--- config.mk ---
export PLATFORM = sky130hd
export DESIGN_NAME = wnn_seq_arbiter
export DESIGN_NICKNAME = d
export VERILOG_FILES = /design/src/rtl/wnn_seq_arbiter.sv
export SDC_FILE = /design/constraint.sdc
export NUM_CORES = 1
export LEC_CHECK = 0
export CORE_MARGIN = 2
export CORE_UTILIZATION = 24
export CTS_CLUSTER_SIZE = 8
export DETAILED_ROUTE_END_ITERATION = 8
export GPL_TIMING_DRIVEN = 0
export PLACE_DENSITY = 0.92
export REMOVE_ABC_BUFFERS = 1
export SYNTH_ARGS = -nofsm -noshare
export SYNTH_HDL_FRONTEND = slang
export SYNTH_SLANG_ARGS = --single-unit
--- constraint.sdc ---
create_clock -name i_clk -period 2 [get_ports i_clk]
set_input_delay 0.3 -clock i_clk [delete_from_list [all_inputs] [get_ports i_clk]]
set_output_delay 0.3 -clock i_clk [all_outputs]
set_load 0.05 [all_outputs]
--- src/rtl/wnn_seq_arbiter.sv ---
// wnn_seq_arbiter: two-port CHECK/WRITE arbiter for the WNN sequence-number
// repository. Port 0 is KIP rx and port 1 is KIP tx.
// Ports:
//   req_*      per-port request beats (tuser = keep the lock)
//   rsp_*      CHECK responses, routed to the issuing port
//   to_WNN_*   serialized requests; from_WNN_* responses
//   o_grant    one-hot owner; o_lock_timeout and o_stray_rsp are pulses
// Option: define WNN_ARB_LOCK_TIMEOUT_EN to break an abandoned lock.
module wnn_seq_arbiter #(
  parameter int unsigned RPN_MSG_TYPE_WIDTH        = 8,
  parameter int unsigned AXIS_WAN_TDEST_WIDTH      = 8,
  parameter int unsigned WAN_SEQUENCE_NUMBER_WIDTH = 32,
  parameter int unsigned MSG_CHECK                 = 1,
  parameter int unsigned MSG_NOP                   = 0,
  parameter int unsigned LOCK_TIMEOUT_CYCLES       = 256
) (
  input  logic                                  i_clk,
  input  logic                                  i_ap_rst_n,
  input  logic [1:0]                            req_tvalid,
  output logic [1:0]                            req_tready,
  input  logic [2*RPN_MSG_TYPE_WIDTH-1:0]       req_tdata,
  input  logic [2*AXIS_WAN_TDEST_WIDTH-1:0]     req_tdest,
  input  logic [1:0]                            req_tuser,
  output logic [1:0]                            rsp_tvalid,
  input  logic [1:0]                            rsp_tready,
  output logic [WAN_SEQUENCE_NUMBER_WIDTH-1:0]  rsp_tdata,
  output logic [AXIS_WAN_TDEST_WIDTH-1:0]       rsp_tdest,
  output logic                                  rsp_tuser,
  output logic                                  to_WNN_tvalid,
  input  logic                                  to_WNN_tready,
  output logic [RPN_MSG_TYPE_WIDTH-1:0]         to_WNN_tdata,
  output logic [AXIS_WAN_TDEST_WIDTH-1:0]       to_WNN_tdest,
  input  logic                                  from_WNN_tvalid,
  output logic                                  from_WNN_tready,
  input  logic [WAN_SEQUENCE_NUMBER_WIDTH-1:0]  from_WNN_tdata,
  input  logic [AXIS_WAN_TDEST_WIDTH-1:0]       from_WNN_tdest,
  input  logic                                  from_WNN_tuser,
  output logic [1:0]                            o_grant,
  output logic                                  o_lock_timeout,
  output logic                                  o_stray_rsp
);

  localparam int unsigned MW = RPN_MSG_TYPE_WIDTH;
  localparam int unsigned DW = AXIS_WAN_TDEST_WIDTH;

  typedef enum logic [1:0] {
    S_IDLE,
    S_FWD,
    S_WAIT,
    S_HOLD
  } state_t;

  state_t          st_q, st_d;
  logic            g_q, g_d;
  logic            last_q, last_d;
  logic            lock_q, lock_d;
  logic [DW-1:0]   tdest_q, tdest_d;

`ifdef WNN_ARB_LOCK_TIMEOUT_EN
  localparam int unsigned CW = $clog2(LOCK_TIMEOUT_CYCLES);
  logic [CW-1:0]   cnt_q, cnt_d;
`else
  localparam int unsigned UNUSED_TO = LOCK_TIMEOUT_CYCLES;
`endif

  // r_tdest is kept for debug visibility only; mismatches are delivered.
  logic unused_tdest;
  assign unused_tdest = ^tdest_q;

  logic [MW-1:0] s_tdata;
  logic [DW-1:0] s_tdest;
  logic          s_valid;
  logic          s_user;
  logic          s_nop;
  logic          s_check;
  logic          s_rdy;

  assign s_tdata = g_q ? req_tdata[2*MW-1:MW] : req_tdata[MW-1:0];
  assign s_tdest = g_q ? req_tdest[2*DW-1:DW] : req_tdest[DW-1:0];
  assign s_valid = req_tvalid[g_q];
  assign s_user  = req_tuser[g_q];
  assign s_nop   = (s_tdata == MW'(MSG_NOP));
  assign s_check = (s_tdata == MW'(MSG_CHECK));
  assign s_rdy   = s_nop | to_WNN_tready;

  assign to_WNN_tdata = s_tdata;
  assign to_WNN_tdest = s_tdest;
  assign rsp_tdata    = from_WNN_tdata;
  assign rsp_tdest    = from_WNN_tdest;
  assign rsp_tuser    = from_WNN_tuser;
  assign o_grant      = (st_q == S_IDLE) ? 2'b00
                      : (g_q ? 2'b10 : 2'b01);
  assign o_stray_rsp  = from_WNN_tvalid & (st_q != S_WAIT);

  always_comb begin
    st_d            = st_q;
    g_d             = g_q;
    last_d          = last_q;
    lock_d          = lock_q;
    tdest_d         = tdest_q;
    req_tready      = '0;
    rsp_tvalid      = '0;
    to_WNN_tvalid   = 1'b0;
    from_WNN_tready = 1'b1;
    o_lock_timeout  = 1'b0;
`ifdef WNN_ARB_LOCK_TIMEOUT_EN
    cnt_d           = '0;
`endif
    unique case (st_q)
      S_IDLE: begin
        if (|req_tvalid) begin
          // On a tie the port not granted last wins.
          g_d    = (&req_tvalid) ? ~last_q : req_tvalid[1];
          last_d = g_d;
          st_d   = S_FWD;
        end
      end
      S_FWD: begin
        to_WNN_tvalid   = s_valid & ~s_nop;
        req_tready[g_q] = s_rdy;
        if (s_valid && s_rdy) begin
          if (s_check) begin
            st_d    = S_WAIT;
            lock_d  = s_user;
            tdest_d = s_tdest;
          end else if (s_user) begin
            st_d = S_HOLD;
          end else begin
            st_d = S_IDLE;
          end
        end
      end
      S_WAIT: begin
        rsp_tvalid[g_q] = from_WNN_tvalid;
        from_WNN_tready = rsp_tready[g_q];
        if (from_WNN_tvalid && rsp_tready[g_q]) begin
          st_d = lock_q ? S_HOLD : S_IDLE;
        end
      end
      S_HOLD: begin
        if (s_valid) begin
          st_d = S_FWD;
        end
`ifdef WNN_ARB_LOCK_TIMEOUT_EN
        else if (cnt_q == CW'(LOCK_TIMEOUT_CYCLES - 1)) begin
          o_lock_timeout = 1'b1;
          lock_d         = 1'b0;
          st_d           = S_IDLE;
        end else begin
          cnt_d = (&cnt_q) ? cnt_q : cnt_q + 1'b1;
        end
`endif
      end
      default: st_d = S_IDLE;
    endcase
  end

  always_ff @(posedge i_clk or negedge i_ap_rst_n) begin
    if (!i_ap_rst_n) begin
      st_q    <= S_IDLE;
      g_q     <= 1'b0;
      last_q  <= 1'b1;
      lock_q  <= 1'b0;
      tdest_q <= '0;
`ifdef WNN_ARB_LOCK_TIMEOUT_EN
      cnt_q   <= '0;
`endif
    end else begin
      st_q    <= st_d;
      g_q     <= g_d;
      last_q  <= last_d;
      lock_q  <= lock_d;
      tdest_q <= tdest_d;
`ifdef WNN_ARB_LOCK_TIMEOUT_EN
      cnt_q   <= cnt_d;
`endif
    end
  end

endmodule

==> metrics.txt <==
Post-Syn Area=approximately 1100 µm²; ratio of cells with drive above 1 in the final layout=47.2%; area of the core=4290 µm²; outcome=finished, violations left; final hold vios=0; Final Net Count=249; Distinct cells, synth=30; die span in y=70.2 µm; Area growth, synth to finish=59.0%; Core Util, Final=around two fifths; DR WL/cell=between 20 and 30 µm; post-detail-place hpwl=4770 µm; power density cells=around 1500 nW/µm²; peak supply drop=0.348 mV; Avg Vias per Cell=4.94; clock sink total=5; Skew-Pair Late Insertion Delay=0.22 ns; CTS tree=built; Setup Skew=0.00267 ns; DRT antenna net count=0; total track usage=23.2%; Synth warnings=0; Cell Rows=24; initial antenna violation count=0; unrepaired setup endpoints after global routing=yes; kind of critical path=reg -> out; CP startpoint kind=register; Die ar.=4920 µm²; TritonRoute pass-1 iters=4; final wirelength=5830 µm; fmax=about 480 MHz; Mapped Cells=between 100 and 150; global route total overflow=0; I/O Buffers=66; critical path fanouts, max=6; FF+latch count, synth=5; Die Span X=70.2 µm; crit-path cells=buf_12, mux2_4, nor3_4, o21ai_2, nor2_1, buf_6; critical path required time=1.70 ns; setup_tns=-0.341 ns; Reg2Reg Setup Slack=-0.08 ns; Layout fillers=~420; sequential-to-total area share from yosys stat=12.0%; DP Cell Count=193; clock buffer count from CTS=3; Ant. Diodes=0; crit share post-route=105%; Syn Area/Cell=8.76 µm²; Worst path max stage delay=~0.5 ns; Clock transition at path regs=0.04 ns; CP endpoint kind=output pin; endpoints failing setup=7; Setup WS post-layout=-0.0943 ns; DRC Markers=0; slowest stage cell, crit path=dfrtp_4; clk root buf=clkbuf_8; leak pwr=approximately 0.75 nW; Max Cap Viol=0; number of global-route vias before repair=between 1,000 and 1,500; slew margin rel.=63.7%; CTS Buffer Depth=2; Least-Margin Pin Slew=0.546 ns; DR iter-0 viols=54; largest net degree at the start of global routing=15; Worst Hold Class=in -> async; initial core utilization=24.5%; fin. max-slew vios=0; H-Tree Depth=1; first-pass GRT wire length=7890 µm; violated checks=negative setup slack; Vias=1,052; gp weighted congestion=0.811; commonest cells after routing, fill and taps aside=clkdlybuf4s50_1 (36), mux2_2 (17), clkbuf_2 (13); most common cell after layout, fill and taps aside=clkdlybuf4s50_1; Min Clock Period, post-route=2.09 ns; crit path DAT=between 1.5 and 2 ns; Buf/Inv on CP=2; CP delay by family, top=flip-flops; I/O pin count=150; Post-Layout Cell Count=213
==> final cells by class <==
class                           count  area, µm²  area share, %
Tap cell                           52       65.1           3.89
Inverter                            4       15.0          0.898
Sequential cell                     5        130           7.78
Multi-Input combinational cell     66        618           37.0
Timing Repair Buffer               82        798           47.8
Clock buffer                        4       45.0           2.69
==> registers in the layout, indices dropped and copies added, names as in the netlist <==
register and flops:
g_q 1, last_q 1, lock_q 1, st_q 2
==> cell families after synthesis <==
family                     after synthesis  synth area share [%]
buffers and inverters                   49                  33.2
and+or+nand+nor                         27                  14.6
muxes                                   22                  24.4
AOI/OAI and AO/OA                       12                  10.6
DFF                                      5                  12.0
adders and majority gates                4                  4.76
other                                    1                 0.357
==> stage by stage <==
stage	total power, mW	hold slack (ns)	instance area [µm²]	setup slack (ns)
2_1_floorplan	1.38	0.00441	717	-0.679
3_3_place_gp	1.90	0.494	1440	-1.16
3_5_place_dp	1.92	0.511	1440	-1.21
4_1_cts	2.29	0.311	1630	-0.160
5_1_grt	2.55	0.315	1670	-0.154
6_report	2.44	0.305	1670	-0.0943
==> path summary, 6_finish.rpt <==
| check | from | end | cells past startpoint |
|---|---|---|---|
| setup reg to reg | g_q$_DFFE_PN0P_ | st_q[0]$_DFFE_PN0P_ | 8 |
| max in group asynchronous | i_ap_rst_n | last_q$_DFFE_PN1P_ | 1 |
| min in group i_clk | lock_q$_DFFE_PN0P_ | lock_q$_DFFE_PN0P_ | 1 |
| hold / removal | i_ap_rst_n | g_q$_DFFE_PN0P_ | 1 |
| hold reg to reg | lock_q$_DFFE_PN0P_ | lock_q$_DFFE_PN0P_ | 1 |
| setup / recovery | g_q$_DFFE_PN0P_ | req_tready[1] | 6 |
==> routing by layer <==
metal / track usage, % / share of wire, % / vias to the layer above
met5: 0 / 0 / -
met4: 4.91 / 2.6 / 0
met3: 28.9 / 25 / 10
met2: 38.9 / 48 / 118
met1: 15.9 / 24 / 476
li1: - / - / 448
==> cells in the mapped netlist <==
cell type  count  area, µm²
buf_4         42        315
mux2_2        17        191
nor2_1        11       41.3
nand2_1        8       30.0
dfrtp_1        4        100
ha_1           4       50.1
inv_1          4       15.0
mux2_4         3       45.0
clkbuf_1       2       7.51
mux2i_1        2       20.0
nor2b_1        2       12.5
o211ai_1       2       15.0
o21ai_0        2       10.0
a21oi_1        1       5.00
a221oi_1       1       8.76
a22oi_2        1       12.5
a31oi_1        1       6.26
a32o_1         1       10.0
buf_6          1       11.3
conb_1         1       3.75
dfstp_2        1       26.3
nand2b_1       1       6.26
nor3_1         1       5.00
nor3_4         1       16.3
nor4_1         1       6.26
nor4_4         1       21.3
nor4b_2        1       15.0
o2111ai_2      1       15.0
o21bai_1       1       7.51
o311a_4        1       21.3
==> report_power, final <==
part | internal [mW] | total, mW | switching, mW
Sequential | 0.161 | 0.210 | 0.0492
Clock | 0.137 | 0.183 | 0.0462
Combinational | 0.880 | 2.04 | 1.16
==> timing repair <==
item | in CTS | in global routing
pin swaps | 2 | 8
cloned | 0 | 1
hold buffers | 0 | 0
resized for setup | 69 | 38
endpoints found under the setup margin | 28 | 12
setup buffers | 10 | 5
Power figures use the tool's default switching activity.
